[src/rtl/lead1_pkg.sv]
// Shared types and helpers for the leading-1 request scheduler.
package lead1_pkg;

  typedef enum logic {
    EMPTY = 1'b0,
    FULL  = 1'b1
  } state_t;

  // Upper bound on the request vector width that popcount accepts.
  localparam int unsigned MAX_N = 64;

  function automatic logic [7:0] popcount(input logic [MAX_N-1:0] vec);
    logic [7:0] cnt;
    cnt = '0;
    for (int unsigned i = 0; i < MAX_N; i++) begin
      cnt += {7'b0, vec[i]};
    end
    return cnt;
  endfunction

endpackage

[src/rtl/lead_1_index.sv]
// Leading-1 picker: index of the highest set bit and a non-zero flag.
module lead_1_index #(
  parameter int unsigned N = 8
) (
  input  logic [N-1:0]         vec,
  output logic [$clog2(N)-1:0] index,
  output logic                 valid
);

  localparam int unsigned W = $clog2(N);

  // Ascending scan so the last (highest) set bit wins.
  always_comb begin
    index = '0;
    for (int unsigned i = 0; i < N; i++) begin
      if (vec[i]) index = W'(i);
    end
  end

  assign valid = |vec;

endmodule

[src/rtl/lead1_req_scheduler.sv]
// Sticky request collector feeding an MSB-first grant stage with valid/ready output.
module lead1_req_scheduler
  import lead1_pkg::*;
#(
  parameter  int unsigned N = 8,
  localparam int unsigned W = $clog2(N)
) (
  input  logic         clk,
  input  logic         rst,
  input  logic [N-1:0] req_in,
  input  logic         flush,
  output logic         out_valid,
  input  logic         out_ready,
  output logic [W-1:0] out_index,
  output logic [N-1:0] pending,
  output logic [W:0]   pending_cnt
);

  state_t       state, state_next;
  logic [N-1:0] pending_next;
  logic [N-1:0] sel_onehot;
  logic [W-1:0] sel_index;
  logic         any_pending;
  logic         load;

  lead_1_index #(.N(N)) u_lead (
    .vec   (pending),
    .index (sel_index),
    .valid (any_pending)
  );

  assign out_valid = (state == FULL);
  assign load      = (state == EMPTY) || out_ready;

  always_comb begin
    state_next = state;
    sel_onehot = '0;
    if (flush) begin
      state_next = EMPTY;
    end else if (load) begin
      if (any_pending) begin
        state_next            = FULL;
        sel_onehot[sel_index] = 1'b1;
      end else begin
        state_next = EMPTY;
      end
    end
    // A request on the bit being granted re-arms it rather than being absorbed.
    pending_next = flush ? req_in : ((pending & ~sel_onehot) | req_in);
  end

  always_ff @(posedge clk or posedge rst) begin
    if (rst) begin
      state     <= EMPTY;
      pending   <= '0;
      out_index <= '0;
    end else begin
      state   <= state_next;
      pending <= pending_next;
      if (!flush && load && any_pending) out_index <= sel_index;
    end
  end

  assign pending_cnt = (W + 1)'(popcount(MAX_N'(pending)));

endmodule
[config.mk]
export PLATFORM = sky130hd
export DESIGN_NAME = lead1_req_scheduler
export DESIGN_NICKNAME = d
export VERILOG_FILES = /design/src/rtl/lead1_pkg.sv /design/src/rtl/lead_1_index.sv /design/src/rtl/lead1_req_scheduler.sv
export SDC_FILE = /design/constraint.sdc
export NUM_CORES = 1
export LEC_CHECK = 0
export CORE_UTILIZATION = 45
export CTS_BUF_LIST = sky130_fd_sc_hd__clkbuf_8
export CTS_CLUSTER_DIAMETER = 80
export DETAILED_ROUTE_END_ITERATION = 8
export PLACE_DENSITY = 0.81
export SLEW_MARGIN = 20
export SYNTH_ARGS = -nofsm -noshare
export SYNTH_HDL_FRONTEND = slang
export SYNTH_SLANG_ARGS = --single-unit
[constraint.sdc]
create_clock -name clk -period 4.5 [get_ports clk]
set_input_delay 0.9 -clock clk [delete_from_list [all_inputs] [get_ports clk]]
set_output_delay 0.9 -clock clk [all_outputs]
set_load 0.02 [all_outputs]
# --- Word-level counts from Yosys, hierarchy flattened ---
# Index checks and enable logic that the tools add are counted.
totals:
  input_bits: 12
  out_inout_bits: 16
  ff_bits: 12
classes:
  n_mux: 16
  bitwise: 4
  addsub: 7
  reduce_logical: 7
  n_lt_le_gt_ge: 2
op_table:
  columns: ["operator", "count"]
  rows:
  - ["$mux W8", 4]
  - ["$add A4 B1 Y4", 4]
  - ["$mux W3", 4]
  - ["$and A8 B8 Y8", 1]
  - ["$not A8 Y8", 1]
  - ["$or A8 B8 Y8", 1]
  - ["$reduce_or A8 Y1", 1]
  - ["$mux W1", 5]
  - ["$add A3 B1 Y4", 1]
  - ["$lt A3 B4 Y1 const B", 1]
  - ["$mux W2", 2]
  - ["$add A2 B1 Y3", 1]
  - ["$demux W1 S3", 1]
  - ["$ge A3 B1 Y1 const B", 1]
  - ["$logic_and A1 B1 Y1", 3]
  - ["$add A1 B1 Y2", 1]
  - ["$reduce_bool A2 Y1", 1]
  - ["$logic_not A1 Y1", 1]
  - ["$logic_or A1 B1 Y1", 1]
  - ["$not A1 Y1", 1]

# --- Logic depth before layout (Yosys ltp) ---
depth:
  word_depth: 18
  ltp_mapped: 8

# --- Cells and area by module ---
# From an unflattened synthesis, not the netlist that was laid out.
unflattened:
  cells_unflattened: 80
  hier_area_um2: 788.3
by_module_without_submodules:
  columns: ["module", "instances", "area_per_inst_um2", "seq_area_each_um2", "cells_per_inst"]
  rows:
  - ["lead1_req_scheduler", 1, 721.9, 300.3, 68]
  - ["lead_1_index", 1, 66.3, 0.0, 12]

# --- Least setup slack after synthesis ---
# No wires, ideal clock.
synth_timing:
  path_kind: "register to output"
  startpoint: "register pending[0]"
  endpoint: "output pending_cnt[2]"
  stages_incl_launch_ff: 9
  path_slack_ps: 635
  n_path_buf: 0
  t_arrival_ps: 2965
  cell_sequence: "dfrtp_1 > fa_1 > inv_1 > fa_1 > fa_1 > inv_1 > ha_1 > fa_1 > xor2_1"
synth_via:
  elab_chain_len: 7
synth_lines:
  columns: ["element", "line_no", "rtl"]
  rows:
  - ["from (decl)", "lead1_req_scheduler.sv:15", "output logic [N-1:0] pending,"]
  - ["from (signal assigned)", "lead1_req_scheduler.sv:59", "pending <= pending_next;"]
  - ["$add A1 B1 Y2", "lead1_pkg.sv:16", "cnt += {7'b0, vec[i]};"]
  - ["$add A2 B1 Y3", "lead1_pkg.sv:16", null]
  - ["$add A3 B1 Y4", "lead1_pkg.sv:16", null]
  - ["$add A4 B1 Y4 (4 in a row)", "lead1_pkg.sv:16", null]
  - ["to (decl)", "lead1_req_scheduler.sv:16", "output logic [W:0] pending_cnt"]
# Every way passes these cells.

# --- Worst setup path in the final report ---
layout_timing:
  startpoint: "register pending[0]"
  endpoint: "output pending_cnt[1]"
# The elaborated chain is that of the path after synthesis.

==> metrics.txt <==
Required @ worst endpoint approximately 3.6 ns; Worst path slowest cell clkdlybuf4s50_1; Post-synth top cells inv_1, dfrtp_1, nor2_1; GRT overflow 0; Starting Density a little under 50%; Finish-stage setup viols 0; Ys Warns 0; Mapped Cells 76; Final Routed Wirelength around 1700 µm; share of cells above drive strength 1 about a tenth; relative slew slack between 60 and 70%; post-DP HPWL around 1300 µm; HP Class flop to flop; Slew @ Worst Pin 0.472 ns; placed instance area between 1000 and 1500 µm²; worst-path cell chain fa_1, inv_1, fa_1, fa_1, inv_1, ha_1, fa_1, clkdlybuf4s50_1; First-pass DRT Iterations 4; CTS Sinks 12; sequential element share of the synthesized area approximately two fifths; RSZ-0062 raised after global routing no; Max H-tree Level 1; Tmin final around 4.4 ns; setup TNS 0 ns; CP startpoint pending[0]; fin crit share 97.7%; Post-Syn Area 762 µm²; CTS tree done; number of diodes 0; prevailing post-synth register cell dfrtp_1; worst vdd ir 0.000229 V; Die Height 43.2 µm; Synth area leaders dfrtp_1, fa_1, inv_1; root buf cell clkbuf_8; PD cells roughly 380 nW/µm²; Slew Limit Fails 0; Setup crit start kind flop; crit path capture pending_cnt[1]; Post-CTS Hold Fix Bufs 0; Max Cap Viol 0; Via density roughly 5.4; antenna violations before repair 0; vias in the first global route around 680; Seq cells post-synth 12; Area growth syn-to-layout 43.8%; Die X 43.2 µm; routability cong. between 0.8 and 0.9; Clock Skew between 0.002 and 0.003 ns; top cell type's share of synthesized area between 30% and 40%; crit path DAT 3.50 ns; CTS clk-pin slew, worst paths 0.05 ns; static leakage about 0.5 nW; design area between 1000 and 1500 µm²; io pins 28; Num CTS Buffers 3; DRC 0; slowest cell delay on critical path approximately 0.6 ns; worst reg2reg startpoint pending[6]; R2R setup slack ~3.0 ns; Max Clk Rate approximately 0.23 GHz; ANT nets after route 0; net count after synthesis between 90 and 100; Routed wire per std cell between 10 and 15 µm; worst-path maximum fanout 4; Total Routing Usage GR a little over a fifth; fill cell count between 100 and 150; largest net degree at the start of global routing 13; first-pass GRT wire length 2990 µm; DR vias between 600 and 700; area leader, netlist dfrtp_1; status finished, final reports clean; Avg Inst Size Synth 10.0 µm²; Max clock buf depth 2; Cell Rows 14; asr flop ratio synth between 90% and 100%; clk_lat worst skew between 0.2 and 0.25 ns; core area around 1500 µm²; EDFF count, synth 0; Hold Fails Final Rpt 0; die area about 1900 µm²; drt first-iter violations 9; Layout Nets 128; PortBufs 27; Netlist cell types 22; crit end category output port; Crit Path Class flop to output port; r2r endpoint out_index[0]; R2R depth 3; most frequent cell after synthesis inv_1; most used cell, CP fa_1
[worst max-delay path, delay by kind of cell (launching register included)]
kind	cells	cell delay (ns)
adders and majority gates	5	2.17
buffers and inverters	3	0.68
DFF	1	0.42
[power by group]
part	switching [mW]	internal [mW]	total, mW	leakage [nW]
clock network	0.0382	0.0589	0.0971	0.0216
registers	0.0128	0.118	0.131	0.131
logic	0.0935	0.0928	0.186	0.355
total	0.145	0.270	0.414	0.508
[repair_timing]
item                                    in CTS  in global routing
endpoints found under the setup margin       0                  1
setup buffers                                0                  0
resized for setup                            0                  1
[layout make-up]
| cell class | instances | area, µm² | area share (%) |
|---|---|---|---|
| clock buffers | 3 | 41.3 | 3.77 |
| inverters | 14 | 52.6 | 4.79 |
| multi-input cells | 50 | 409 | 37.3 |
| flip-flops and latches | 12 | 300 | 27.4 |
| well taps | 16 | 20.0 | 1.83 |
| repair buffers | 27 | 273 | 24.9 |
[state kept, by name, summed over array words and instances, names as in the netlist]
name	cells
pending	8
out_index	3
out_valid	1
[worst min path at each step]
stage,end,startpoint,cells past startpoint
5_1_grt,out_index[0],out_index[0],1
2_1_floorplan,out_index[2],out_index[2],2
3_5_place_dp,out_index[1],out_index[1],1
3_3_place_gp,out_index[0],out_index[0],1
6_report,out_index[1],out_index[1],1
4_1_cts,out_index[0],out_index[0],1
[cell usage in the layout (no fill, tap or decap), drive strengths merged]
cell type and n:
ha 4, nor2 10, fa 4, nand2 3
and3b 1, a31o 2, dfrtp 12, xor2 1
o31ai 2, mux2 2, nor2b 2, clkdlybuf4s50 26
a21o 1, or2 2, dlymetal6s2s 1, nor4 1
a31oi 5, clkbuf 3, o22ai 1, nand2b 2
a21oi 6, inv 14, a221oi 1
[per-layer routing]
metal  GRT usage [%]  routed length (µm)
met4            8.48                  21
met3            5.53                  89
met5               0                   0
met1            26.0                 714
met2            37.0                 859
[per-stage QoR]
stage / setup WS [ns] / util (%) / hold WS, ns / std cells / total power, mW
detailed placement: 0.259 / 68.3 / 0.477 / 119 / 0.321
global route: 0.000612 / 71.1 / 0.501 / 122 / 0.442
floorplan: 0.635 / - / 0.605 / 76 / 0.242
CTS: 0.0199 / 70.9 / 0.495 / 122 / 0.418
finish: 0.105 / 71.1 / 0.493 / 122 / 0.414
global placement: 0.326 / 68.3 / 0.478 / 119 / 0.318
[kinds of logic (layout without fill, tap and decap cells)]
family	Yosys count	in the layout	synth area share, %
compound gates	18	18	17.1
xor+xnor	1	1	1.15
fa+ha+maj	8	8	17.1
buf+inv	14	44	6.90
flops	12	12	39.4
mux	2	2	2.96
simple gates	21	21	15.4
Note: power is estimated with default switching activity, not from simulation.
